$ cat src/rtl/logic_inhibit_pipe.sv
// logic_inhibit_pipe: bitwise inhibit/implication unit with a 2-entry
// in-order result buffer and valid/ready handshakes on both sides.
// Optional feature macro: INHIBIT_POPCOUNT_EN adds the saturating
// ones_total counter of 1-bits delivered on completed pops.
module logic_inhibit_pipe #(
  parameter int WIDTH = 8
) (
  input  logic             clk,
  input  logic             rst_n,
  input  logic             in_valid,
  output logic             in_ready,
  input  logic [WIDTH-1:0] a,
  input  logic [WIDTH-1:0] b,
  input  logic [1:0]       op,
  output logic             out_valid,
  input  logic             out_ready,
  output logic [WIDTH-1:0] s,
  output logic             zero
`ifdef INHIBIT_POPCOUNT_EN
  ,
  output logic [15:0]      ones_total
`endif
);

  typedef enum logic [1:0] {
    ST_EMPTY = 2'd0,
    ST_ONE   = 2'd1,
    ST_FULL  = 2'd2
  } state_t;

  state_t           r_state;
  state_t           w_next;
  logic             r_live;   // low until the first edge after reset release
  logic [WIDTH-1:0] r_head;
  logic [WIDTH-1:0] r_tail;
  logic [WIDTH-1:0] w_res;
  logic             w_push;
  logic             w_pop;

  // Bitwise function selected by op.
  function automatic logic [WIDTH-1:0] f_logic(
    input logic [WIDTH-1:0] fa,
    input logic [WIDTH-1:0] fb,
    input logic [1:0]       fop
  );
    logic [WIDTH-1:0] r;
    case (fop)
      2'b00:   r = ~fa & fb;
      2'b01:   r = fa & ~fb;
      2'b10:   r = ~fa | fb;
      2'b11:   r = ~(fa ^ fb);
      default: r = {WIDTH{1'b0}};
    endcase
    return r;
  endfunction

  assign w_res  = f_logic(a, b, op);
  assign w_push = in_valid & in_ready;
  assign w_pop  = out_valid & out_ready;

  // Handshake flags and result outputs decoded from registered state only.
  always_comb begin
    in_ready  = 1'b0;
    out_valid = 1'b0;
    case (r_state)
      ST_EMPTY: begin
        in_ready  = r_live;
        out_valid = 1'b0;
      end
      ST_ONE: begin
        in_ready  = r_live;
        out_valid = 1'b1;
      end
      ST_FULL: begin
        in_ready  = 1'b0;
        out_valid = 1'b1;
      end
      default: begin
        in_ready  = 1'b0;
        out_valid = 1'b0;
      end
    endcase
    if (out_valid) begin
      s    = r_head;
      zero = (r_head == {WIDTH{1'b0}});
    end else begin
      s    = {WIDTH{1'b0}};
      zero = 1'b0;
    end
  end

  // Next-state logic for the occupancy FSM.
  always_comb begin
    w_next = r_state;
    case (r_state)
      ST_EMPTY: begin
        if (w_push) w_next = ST_ONE;
        else        w_next = ST_EMPTY;
      end
      ST_ONE: begin
        if (w_push && !w_pop)      w_next = ST_FULL;
        else if (!w_push && w_pop) w_next = ST_EMPTY;
        else                       w_next = ST_ONE;
      end
      ST_FULL: begin
        if (w_pop) w_next = ST_ONE;
        else       w_next = ST_FULL;
      end
      default: w_next = ST_EMPTY;
    endcase
  end

  // State register plus the post-reset enable flag.
  always_ff @(posedge clk or negedge rst_n) begin
    if (!rst_n) begin
      r_state <= ST_EMPTY;
      r_live  <= 1'b0;
    end else begin
      r_state <= w_next;
      r_live  <= 1'b1;
    end
  end

  // Result storage: head is presented on s, tail waits behind it.
  always_ff @(posedge clk or negedge rst_n) begin
    if (!rst_n) begin
      r_head <= {WIDTH{1'b0}};
      r_tail <= {WIDTH{1'b0}};
    end else begin
      case (r_state)
        ST_EMPTY: begin
          if (w_push) r_head <= w_res;
        end
        ST_ONE: begin
          if (w_push && w_pop)  r_head <= w_res;
          else if (w_push)      r_tail <= w_res;
        end
        ST_FULL: begin
          if (w_pop) r_head <= r_tail;
        end
        default: begin
          r_head <= r_head;
        end
      endcase
    end
  end

`ifdef INHIBIT_POPCOUNT_EN
  logic [15:0] r_ones;
  logic [16:0] w_sum;

  // Number of set bits in a result word.
  function automatic logic [5:0] f_popcount(input logic [WIDTH-1:0] v);
    logic [5:0] c;
    c = 6'd0;
    for (int i = 0; i < WIDTH; i++) begin
      c = c + {5'd0, v[i]};
    end
    return c;
  endfunction

  assign w_sum      = {1'b0, r_ones} + {11'd0, f_popcount(r_head)};
  assign ones_total = r_ones;

  // Saturating accumulation of 1-bits on each completed pop.
  always_ff @(posedge clk or negedge rst_n) begin
    if (!rst_n) begin
      r_ones <= 16'h0000;
    end else if (w_pop) begin
      if (w_sum[16]) r_ones <= 16'hFFFF;
      else           r_ones <= w_sum[15:0];
    end else begin
      r_ones <= r_ones;
    end
  end
`endif

endmodule
$ cat config.mk
export PLATFORM = sky130hd
export DESIGN_NAME = logic_inhibit_pipe
export DESIGN_NICKNAME = d
export VERILOG_FILES = /design/src/rtl/logic_inhibit_pipe.sv
export SDC_FILE = /design/constraint.sdc
export NUM_CORES = 1
export LEC_CHECK = 0
export ABC_AREA = 0
export ABC_CLOCK_PERIOD_IN_PS = 3600
export CORE_ASPECT_RATIO = 1.75
export CORE_MARGIN = 5
export CORE_UTILIZATION = 35
export CTS_BUF_LIST = sky130_fd_sc_hd__clkbuf_2 sky130_fd_sc_hd__clkbuf_4 sky130_fd_sc_hd__clkbuf_8
export CTS_CLUSTER_DIAMETER = 200
export DETAILED_ROUTE_END_ITERATION = 12
export PLACE_DENSITY = 0.55
export RECOVER_POWER = 50
export SLEW_MARGIN = 10
export SYNTH_ARGS = -nofsm -noshare
export SYNTH_HDL_FRONTEND = slang
export SYNTH_SLANG_ARGS = --single-unit
export TNS_END_PERCENT = 100
$ cat constraint.sdc
create_clock -name clk -period 3.6 [get_ports clk]
set_input_delay 0.54 -clock clk [delete_from_list [all_inputs] [get_ports clk]]
set_output_delay 0.54 -clock clk [all_outputs]
set_load 0.02 [all_outputs]
# ---- Yosys cells after proc, flatten, opt, wreduce, memory -nomap -nowiden
# Cells that the tools add are included.
dict set report word_totals {
  register_bits 19
  latch_bits 0
  ramBits 0
  rom_bits 0
  input_bits 22
  output_inout_bits 11
  wordCells 49
  n_memories 0
}
dict set report op_classes {
  add_sub_neg 0
  mul 0
  div_mod_pow 0
  magnitude_cmp 0
  eq_ne 8
  n_shift 0
  mux 14
  bitwise_logic 10
  reduce_logical 13
}
# operator count
set ops {}
lappend ops {{8-bit 2-to-1 mux} 4}
lappend ops {{8-bit case mux with 4 select lines} 1}
lappend ops {{8-bit NOT} 3}
lappend ops {{8-bit case mux with 3 select lines} 1}
lappend ops {{8-bit AND} 2}
lappend ops {{8-bit zero test} 1}
lappend ops {{8-bit OR} 1}
lappend ops {{8-bit XOR} 1}
lappend ops {{2-bit equality test (second input constant)} 3}
lappend ops {{2-bit != test (second input constant)} 3}
lappend ops {{2-bit case mux with 3 select lines} 1}
lappend ops {{1-bit 2-to-1 mux} 5}
lappend ops {{2-bit by 1-bit equality test with 1-bit output (second input constant)} 2}
lappend ops {{2-bit zero test} 2}
lappend ops {{2-bit 2-to-1 mux} 2}
lappend ops {{4-bit AND reduction} 1}
lappend ops {{2-bit OR reduction} 2}
lappend ops {{1-bit logical AND} 3}
lappend ops {{3-bit AND reduction} 1}
lappend ops {{3-bit nonzero test} 1}
lappend ops {{1-bit AND} 2}
lappend ops {{1-bit zero test} 2}
lappend ops {{1-bit NOT} 1}

# ---- Depth between registers and ports, before layout
# Gate-level depths: netlist (run 1).
dict set report depth {
  word_depth 9
  depth_mapped 11
  ltp_nobuf 8
}

# ---- Least setup slack after synthesis (run 1)
# Ideal clock, no wire load.
dict set report synth_timing {
  kind {reg2out}
  from {register r_state[0]}
  to {output zero}
  t_arrival_ns 1.596
  required_time_ns 3.060
  path_slack_ns 1.464
  stages_incl_launch_ff 5
  path_buffers 0
  cell_sequence {dfrtp_1 inv_1 ha_1 nand2_1 nor4_1}
}
dict set report synth_via {
  elab_chain_cells 4
  elab_cells_between_ends 5
  classes_between {eq/ne (2); mux (2); reduce/logical (1)}
}
# element line
set synth_rtl {}
lappend synth_rtl {{start: declaration} 31} ;# state_t r_state;
lappend synth_rtl {{start signal: assignment} 119} ;# r_state <= w_next;
lappend synth_rtl {{2-bit equality test or 2-bit by 1-bit equality test with 1-bit output (tied branches)} 65} ;# case (r_state)
lappend synth_rtl {{2-bit OR reduction (no source line) *} -}
lappend synth_rtl {{1-bit 2-to-1 mux *} 65}
lappend synth_rtl {{via out_valid} 15} ;# output logic out_valid,
lappend synth_rtl {{1-bit 2-to-1 mux *} 83} ;# if (out_valid) begin
lappend synth_rtl {{end: declaration} 18} ;# output logic zero
# Mark *: on every way through the listed nets, which the timed path passes. The rest lies on a longest branch.

# ---- Worst setup path after layout (run 1)
dict set report layout_timing {
  from {register r_state[1]}
  to {output zero}
}
dict set report layout_via {
  elab_chain_cells 4
  elab_cells_between_ends 5
  classes_between {eq/ne (2); mux (2); reduce/logical (1)}
}
# element line
set layout_rtl {}
lappend layout_rtl {{2-bit equality test or 2-bit by 1-bit equality test with 1-bit output (tied branches)} 65}
lappend layout_rtl {{2-bit OR reduction (no source line) *} -}
lappend layout_rtl {{1-bit 2-to-1 mux *} 65}
lappend layout_rtl {{1-bit 2-to-1 mux *} 83}
# Every way passes the cells marked *; elsewhere a longest branch is shown, timed or not.

==> results of run 1 <==
-- registers in the layout, summed over array words and instances (netlist names) --
register and count:
r_tail 8, r_live 1, r_head 8, r_state 2
-- worst max path at each step --
| stage | from | endpoint | slack (ns) |
|---|---|---|---|
| 3_5_place_dp | in_valid | r_head[7]$_DFFE_PN0P_ | 1.13 |
| 4_1_cts | r_state[0]$_DFF_PN0_ | zero | 0.94 |
| 3_3_place_gp | in_valid | r_head[2]$_DFFE_PN0P_ | 1.16 |
| 5_1_grt | r_state[0]$_DFF_PN0_ | zero | 0.81 |
| 6_report | r_state[1]$_DFF_PN0_ | zero | 0.97 |
| 2_1_floorplan | r_state[0]$_DFF_PN0_ | zero | 1.46 |
-- final cells by class --
type	count	area [sq um]
timing repair buffer	33	328
inverter	23	86.3
clock buffer	4	48.8
tap	55	68.8
sequential	19	475
fill	542	3010
multi-input combinational	154	1230
-- layout by cell type (no fill, tap or decap), types with 2 or more instances in the layout --
cell / netlist / layout
sky130_fd_sc_hd__a211o_2: 2 / 2
sky130_fd_sc_hd__a21oi_1: 8 / 8
sky130_fd_sc_hd__a41oi_1: 2 / 2
sky130_fd_sc_hd__a41oi_2: 16 / 16
sky130_fd_sc_hd__and2_1: 16 / 16
sky130_fd_sc_hd__clkbuf_8: 0 / 3
sky130_fd_sc_hd__clkdlybuf4s50_1: 0 / 30
sky130_fd_sc_hd__dfrtp_1: 19 / 19
sky130_fd_sc_hd__dlygate4sd3_1: 0 / 2
sky130_fd_sc_hd__ha_1: 22 / 22
sky130_fd_sc_hd__inv_1: 22 / 22
sky130_fd_sc_hd__mux2i_1: 2 / 2
sky130_fd_sc_hd__nand2_1: 10 / 10
sky130_fd_sc_hd__nand2b_1: 14 / 14
sky130_fd_sc_hd__nand3_1: 9 / 9
sky130_fd_sc_hd__nor2_1: 5 / 5
sky130_fd_sc_hd__nor2b_1: 7 / 7
sky130_fd_sc_hd__nor3_1: 8 / 8
sky130_fd_sc_hd__o21ai_0: 10 / 10
sky130_fd_sc_hd__o221ai_1: 6 / 6
sky130_fd_sc_hd__o31ai_1: 6 / 6
sky130_fd_sc_hd__or2_2: 2 / 2
-- power by group through the flow --
stage | sequential (mW) | combinational, mW | clock [mW]
after CTS | 0.397 | 0.874 | 0.161
final | 0.395 | 0.861 | 0.158
after floorplan | 0.375 | 0.671 | 0
after detailed placement | 0.402 | 0.868 | 0
after global routing | 0.414 | 0.945 | 0.168
after global placement | 0.400 | 0.864 | 0
-- critical path, cell delays in order, from the launching register on --
cell	delay [ns]
sky130_fd_sc_hd__dfrtp_1	0.38
sky130_fd_sc_hd__inv_1	0.07
sky130_fd_sc_hd__ha_1	0.44
sky130_fd_sc_hd__nand2_1	0.10
sky130_fd_sc_hd__nor4_1	0.19
sky130_fd_sc_hd__clkdlybuf4s50_1	0.65
-- cells by family after synthesis --
kind of cell / share of synthesized area
AO/OA/AOI/OAI: 0.271
adder cells (fa/ha/maj): 0.146
buffers and inverters: 0.0930
flip-flops: 0.252
multiplexers: 0.0106
other: 0.00199
AND/OR/NAND/NOR: 0.225
-- routing by layer --
metal  share of wire  global-route usage
met1            0.42               0.144
met4           0.015              0.0445
met2            0.53               0.229
met3           0.033             0.00629
met5               0                   0
==> run metrics, run 1 <==
run status finished clean; number of placed instances, taps included 284; clock-pin transition on the worst setup and hold timing paths 0.08 ns; number of nets still failing antenna checks after routing 0; cell type contributing the most total cell area after synthesis sky130_fd_sc_hd__dfrtp_1; Hold EP r_tail[2]$_DFFE_PN0P_; start point of the worst min-delay path r_tail[2]$_DFFE_PN0P_; sequential area share after synthesis 0.252; required time worst endpoint 3.06 ns; crit path max fanout 11; setup slack, reg-to-reg 1.32 ns; maximum capacitance violations 0; Hold Path Depth 2; routed vias 1,557; cell count after synthesis 210; layout cell share with drive strength beyond 1 0.116; Worst setup EP type primary output; share of flip-flops with an asynchronous set or reset 1.00; Syn Nets 254; setup repair after global routing missed its margin no; shortest clock period the worst path allows after layout 2.63 ns; floorplan core area 0.00526 sq mm; pre-CTS setup slack 1.13 ns; mapped cell area 0.00188 sq mm; drt via density 5.41; Least-Margin Pin Slew 0.900 ns; cell depth of the worst flop-to-flop path 8; synth warn 0; leakage power figure 0.933 nW; worst clock skew on the final layout 0.00915 ns; Final Hold Violating Endpoints 0; number of unique standard cell types used by synthesis 33; signed area change from the synthesized netlist to the final layout 18.9%; total detailed-routing wirelength 3.99 mm; reg2reg end r_head[1]$_DFFE_PN0P_; first-pass GRT wire length 6.91 mm; Overall Power 1.41 mW; HPWL after detailed placement 3.33 mm; n_diodes 0; width of the chip 65.5 microns; final worst setup slack 0.971 ns; pwr/cell area 631 mW/mm^2; VDD IR-drop max 179 uV; largest net degree at the start of global routing 31; Crit Reg-Reg Startpoint r_state[1]$_DFF_PN0_; Main synth FF type sky130_fd_sc_hd__dfrtp_1; reported net switching power 628 uW; layout net count 278; count of TritonRoute iterations in the first routing pass 5; Synth Area per Inst 8.97 sq um; Reg power frac 0.279; final period utilization 0.730; Root Buffer Master sky130_fd_sc_hd__clkbuf_8; part of the power in the clock network 0.112; buffers inserted by post-CTS timing repair 0; weighted congestion at the end of routability-driven global placement 0.771; overflow left after global routing 0; drt initial violations 59; setup-violating endpoint count in the final report 0; sum of negative setup slack 0 ns; number of I/O port buffers 32; CTS buffer count 3; hold buffer count at CTS 0; number of flops mapped to enable cells by yosys 0; fin cells 288; vias in the first global route 1,471; drc violations 0; Setup crit start kind flop; start-to-end type of the worst setup path reg2out; drt wl/cell 13.8 microns; TritonCTS clock tree built; Internal Power 787 uW; total global-route track usage 0.123; Top-Level Pins 33; Die Outline Area 0.00701 sq mm; Final Util 0.426; Die Y-Extent 107 microns; Post-synth top cells sky130_fd_sc_hd__ha_1, sky130_fd_sc_hd__inv_1, sky130_fd_sc_hd__dfrtp_1; pins over their slew limit 0; leading post-synthesis cells by cell area sky130_fd_sc_hd__dfrtp_1, sky130_fd_sc_hd__ha_1, sky130_fd_sc_hd__a41oi_2; number of synthesized register bits 19; number of antenna violations at the first check in global routing 0; starting utilization of the core area 0.359; achievable frequency 0.380 GHz; post-route standard cell area excluding fillers 0.00224 sq mm; worst relative slew slack 0.398; Cell Rows 35; top cell type's share of synthesized area 0.252; area after detailed placement 0.00219 sq mm; number of clock sinks 19; htree depth 1; crit path DAT 2.09 ns; type of the tightest min-delay check reg2reg; quantity of gates resized following cts 0; switching power as a share of total power 0.444; Clock Latency Late Sink 0.26 ns; maximum clock insertion buffer count 2; combinational cell fraction of total power 0.609; Min Hold Slack 0.504 ns
No activity file was read; power rests on OpenSTA's default activity.
==> run 2, diff against run 1 <==
- ABC_CLOCK_PERIOD_IN_PS: 3600 -> 2200
- PLACE_DENSITY: 0.55 -> 0.57
- clock period: 3.6 -> 2.2 ns (I/O delays scaled with it)
==> run 2 against run 1 <==
Effect of this change:
- global-route usage barely moved
- sequential power rose by 63%
- clock-buffer cell count stayed put
- power up 66%
- sequential share of layout area decreased by 0.51 points
- cell area grew 2.5%
- non-clock buffer count is 9 higher
- first-iteration DRC count down 42%
- register-to-register slack worse by 1.1 ns
- critical path type unchanged
==> run metrics, run 2 (synthesis results as in run 1) <==
weighted congestion at the end of routability-driven global placement 0.778; run status finished clean; maximum clock insertion buffer count 2; layout net count 287; number of I/O port buffers 32; pwr/cell area 1020 mW/mm^2; drt wl/cell 13.4 microns; most frequent cells in the layout sky130_fd_sc_hd__inv_1, sky130_fd_sc_hd__ha_1, sky130_fd_sc_hd__clkdlybuf4s50_1; drt initial violations 34; leading registers by flop count r_head x8, r_tail x8, r_state x2; largest net degree at the start of global routing 27; crit path max fanout 5; Worst setup EP type primary output; CTS buffer count 3; Setup crit start kind flop; sum of negative setup slack 0 ns; total detailed-routing wirelength 3.98 mm; shortest clock period the worst path allows after layout 2.09 ns; floorplan core area 0.00526 sq mm; drc violations 0; signed area change from the synthesized netlist to the final layout 21.8%; setup-violating endpoint count in the final report 0; setup repair after global routing missed its margin no; Final Hold Violating Endpoints 0; layout cell share with drive strength beyond 1 0.145; hold buffer count at CTS 0; HPWL after detailed placement 3.38 mm; overflow left after global routing 0; required time worst endpoint 1.87 ns; final period utilization 0.948; Cell Rows 35; first-pass GRT wire length 6.94 mm; n_diodes 0; htree depth 1; cell depth of the worst flop-to-flop path 10; achievable frequency 0.479 GHz; maximum capacitance violations 0; Least-Margin Pin Slew 1.02 ns; most common cell after layout, fill and taps aside sky130_fd_sc_hd__inv_1; routed vias 1,533; drt via density 5.16; Top-Level Pins 33; number of clock sinks 19; pins over their slew limit 0; worst relative slew slack 0.322; type of the tightest min-delay check reg2reg; Hold Path Depth 2; total global-route track usage 0.123; number of nets still failing antenna checks after routing 0; TritonCTS clock tree built; width of the chip 65.5 microns; Clock Latency Late Sink 0.26 ns; total area of multi-input combinational cells 0.00124 sq mm; start-to-end type of the worst setup path reg2out; Root Buffer Master sky130_fd_sc_hd__clkbuf_8; worst clock skew on the final layout 0.00335 ns; VDD IR-drop max 320 uV; Die Y-Extent 107 microns; vias in the first global route 1,512; clock-pin transition on the worst setup and hold timing paths 0.07 ns; Die Outline Area 0.00701 sq mm; Filler Cells Inserted 541; starting utilization of the core area 0.359; Overall Power 2.34 mW; register area 475 sq um; crit path DAT 1.76 ns; leakage power figure 1.03 nW; count of TritonRoute iterations in the first routing pass 4; number of antenna violations at the first check in global routing 0
## run 2: changes by cell type in the layout (fill, tap and decap cells not counted)
cell,change
sky130_fd_sc_hd__dlymetal6s2s_1,+4
sky130_fd_sc_hd__ha_1,-1
sky130_fd_sc_hd__ha_2,+1
sky130_fd_sc_hd__clkdlybuf4s50_1,-9
sky130_fd_sc_hd__dlygate4sd3_1,-1
sky130_fd_sc_hd__clkbuf_1,+4
sky130_fd_sc_hd__buf_4,+7
sky130_fd_sc_hd__dlygate4sd2_1,+4
## run 2: worst paths after layout
kind                                       start               endpoint  slack, ns
max in group asynchronous                  rst_n  r_head[4]$_DFFE_PN0P_       0.83
setup / recovery            r_state[0]$_DFF_PN0_               in_ready       0.11
min in group asynchronous                  rst_n  r_tail[0]$_DFFE_PN0P_       0.75
setup reg to reg            r_state[0]$_DFF_PN0_  r_head[0]$_DFFE_PN0P_       0.18
hold / removal             r_tail[1]$_DFFE_PN0P_  r_tail[1]$_DFFE_PN0P_       0.52
hold reg to reg            r_tail[1]$_DFFE_PN0P_  r_tail[1]$_DFFE_PN0P_       0.52
## run 2: metrics by stage
step                setup WS (ns)  instances  hold WS [ns]   util  area, sq um
floorplan                   0.244        210        0.0344      -         1880
global placement            0.105        293         0.487  0.430         2260
detailed placement          0.100        293         0.498  0.430         2260
CTS                        0.0120        297         0.407  0.439         2310
global route               0.0351        297         0.545  0.437         2300
finish                      0.114        297         0.516  0.437         2300
## run 2: routing by layer
layer	vias up	GRT usage	wire, microns
met3	5	0.00629	97
met5	-	0	0
met2	21	0.220	2140
li1	806	-	-
met1	701	0.146	1660
met4	0	0.0579	89
## run 2: final cells by class
cell class / count / share of cell area
multi-input cells: 154 / 0.538
flip-flops and latches: 19 / 0.207
repair buffers: 42 / 0.166
inverters: 23 / 0.0376
well taps: 55 / 0.0300
clock buffers: 4 / 0.0213
## run 2: repair_timing
item / 4_1_cts / 5_1_grt
endpoints found under the hold margin: 0 / 0
gates cloned: 0 / 0
resized for setup: 5 / 6
setup endpoints to repair: 10 / 6
buffers inserted: 0 / 0
## run 2: where the power goes
group	leakage, nW	internal [mW]	switching (mW)
Combinational	0.781	0.642	0.800
Clock	0.0262	0.141	0.116
Sequential	0.226	0.514	0.128
## run 2: worst max-delay path, stage by stage (launching register included)
cell	delay [ns]
sky130_fd_sc_hd__dfrtp_1	0.40
sky130_fd_sc_hd__inv_1	0.09
sky130_fd_sc_hd__ha_2	0.22
sky130_fd_sc_hd__nor2_1	0.07
sky130_fd_sc_hd__nor2b_1	0.10
sky130_fd_sc_hd__clkdlybuf4s50_1	0.61
==> run 3, diff against run 2 <==
- RECOVER_POWER: 50 -> unset
==> run 3 against run 2 <==
Effect of this change:
- worst setup slack barely moved
- power rose by 1.1%
- worst hold slack got worse by 0.12 ns
- register-to-register slack barely moved
- critical endpoint unchanged
==> run metrics, run 3 (synthesis results as in run 1) <==
Die Y-Extent 107 microns; starting utilization of the core area 0.359; Root Buffer Master sky130_fd_sc_hd__clkbuf_8; final worst setup slack 0.114 ns; quantity of gates resized following cts 5; Top-Level Pins 33; total detailed-routing wirelength 3.98 mm; total global-route track usage 0.123; crit path DAT 1.76 ns; number of placed instances, taps included 293; Reg power frac 0.271; count of TritonRoute iterations in the first routing pass 4; setup-violating endpoint count in the final report 0; first-pass GRT wire length 6.94 mm; Min Hold Slack 0.393 ns; htree depth 1; buffers inserted by post-CTS timing repair 0; Crit Reg-Reg Startpoint r_state[0]$_DFF_PN0_; drt wl/cell 13.4 microns; pre-CTS setup slack 0.100 ns; leakage power figure 1.07 nW; cell depth of the worst flop-to-flop path 10; n_diodes 0; Setup crit start kind flop; switching power as a share of total power 0.441; drt via density 5.16; signed area change from the synthesized netlist to the final layout 23.2%; achievable frequency 0.479 GHz; floorplan core area 0.00526 sq mm; crit path max fanout 5; Cell Rows 35; number of I/O port buffers 32; sum of negative setup slack 0 ns; combinational cell fraction of total power 0.620; Die Outline Area 0.00701 sq mm; leading registers by flop count r_head x8, r_tail x8, r_state x2; worst clock skew on the final layout 0.00336 ns; final period utilization 0.948; VDD IR-drop max 320 uV; pins over their slew limit 0; maximum capacitance violations 0; width of the chip 65.5 microns; Clock Latency Late Sink 0.26 ns; weighted congestion at the end of routability-driven global placement 0.778; drt initial violations 33; drc violations 0; post-route standard cell area excluding fillers 0.00232 sq mm; TritonCTS clock tree built; part of the power in the clock network 0.109; Overall Power 2.37 mW; reported net switching power 1.04 mW; shortest clock period the worst path allows after layout 2.09 ns; number of clock sinks 19; CTS buffer count 3; critical path startpoint r_state[0]$_DFF_PN0_; overflow left after global routing 0; run status finished clean; setup slack, reg-to-reg 0.18 ns; layout cell share with drive strength beyond 1 0.153; HPWL after detailed placement 3.38 mm; Filler Cells Inserted 536; area after detailed placement 0.00226 sq mm; required time worst endpoint 1.87 ns; number of antenna violations at the first check in global routing 0; hold buffer count at CTS 0; largest net degree at the start of global routing 27; Worst setup EP type primary output; Internal Power 1.32 mW; pwr/cell area 1020 mW/mm^2; number of nets still failing antenna checks after routing 0; type of the tightest min-delay check in2async; fin cells 297; maximum clock insertion buffer count 2; routed vias 1,532; most frequent cells in the layout sky130_fd_sc_hd__inv_1, sky130_fd_sc_hd__clkdlybuf4s50_1, sky130_fd_sc_hd__ha_1; clock-pin transition on the worst setup and hold timing paths 0.07 ns; vias in the first global route 1,512; Final Util 0.442; start-to-end type of the worst setup path reg2out; setup repair after global routing missed its margin no; Final Hold Violating Endpoints 0; layout net count 287
[run 3: changes by cell type in the layout (fill, tap and decap cells not counted), sizes merged]
cell | before | now
clkbuf | 8 | 4
clkdlybuf4s50 | 21 | 22
dlymetal6s2s | 4 | 6
buf | 8 | 10
dlygate4sd3 | 1 | 0
[run 3: worst paths after layout]
check / endpoint
worst min register to register: r_tail[1]$_DFFE_PN0P_
worst max register to register: r_head[0]$_DFFE_PN0P_
worst min-delay path: r_tail[0]$_DFFE_PN0P_
max in group asynchronous: r_head[4]$_DFFE_PN0P_
min in group clk: r_tail[1]$_DFFE_PN0P_
worst max-delay path: in_ready
[run 3: critical path, stage by stage, from the launching register on]
cell and delay [ns]:
sky130_fd_sc_hd__dfrtp_1 0.40, sky130_fd_sc_hd__inv_1 0.09, sky130_fd_sc_hd__ha_2 0.22, sky130_fd_sc_hd__nor2_1 0.07, sky130_fd_sc_hd__nor2b_1 0.10, sky130_fd_sc_hd__clkdlybuf4s50_1 0.61
[run 3: final cells by class]
cell class,count,area [sq um],share of cell area
multi-input combinational,154,1240,0.533
clock buffer,4,48.8,0.0210
tap,55,68.8,0.0296
timing repair buffer,42,405,0.175
sequential,19,475,0.205
inverter,23,86.3,0.0372
[run 3: routing by layer]
metal,track usage,routed length [microns]
met4,0.0579,89
met1,0.146,1650
met5,0,0
met2,0.220,2140
met3,0.00629,96
[run 3: power by group through the flow]
stage / Combinational, mW / Clock, mW / Sequential [mW]
final: 1.47 / 0.258 / 0.642
after detailed placement: 1.52 / 0 / 0.648
after floorplan: 1.10 / 0 / 0.613
after global routing: 1.62 / 0.279 / 0.663
after global placement: 1.51 / 0 / 0.644
after CTS: 1.51 / 0.261 / 0.640
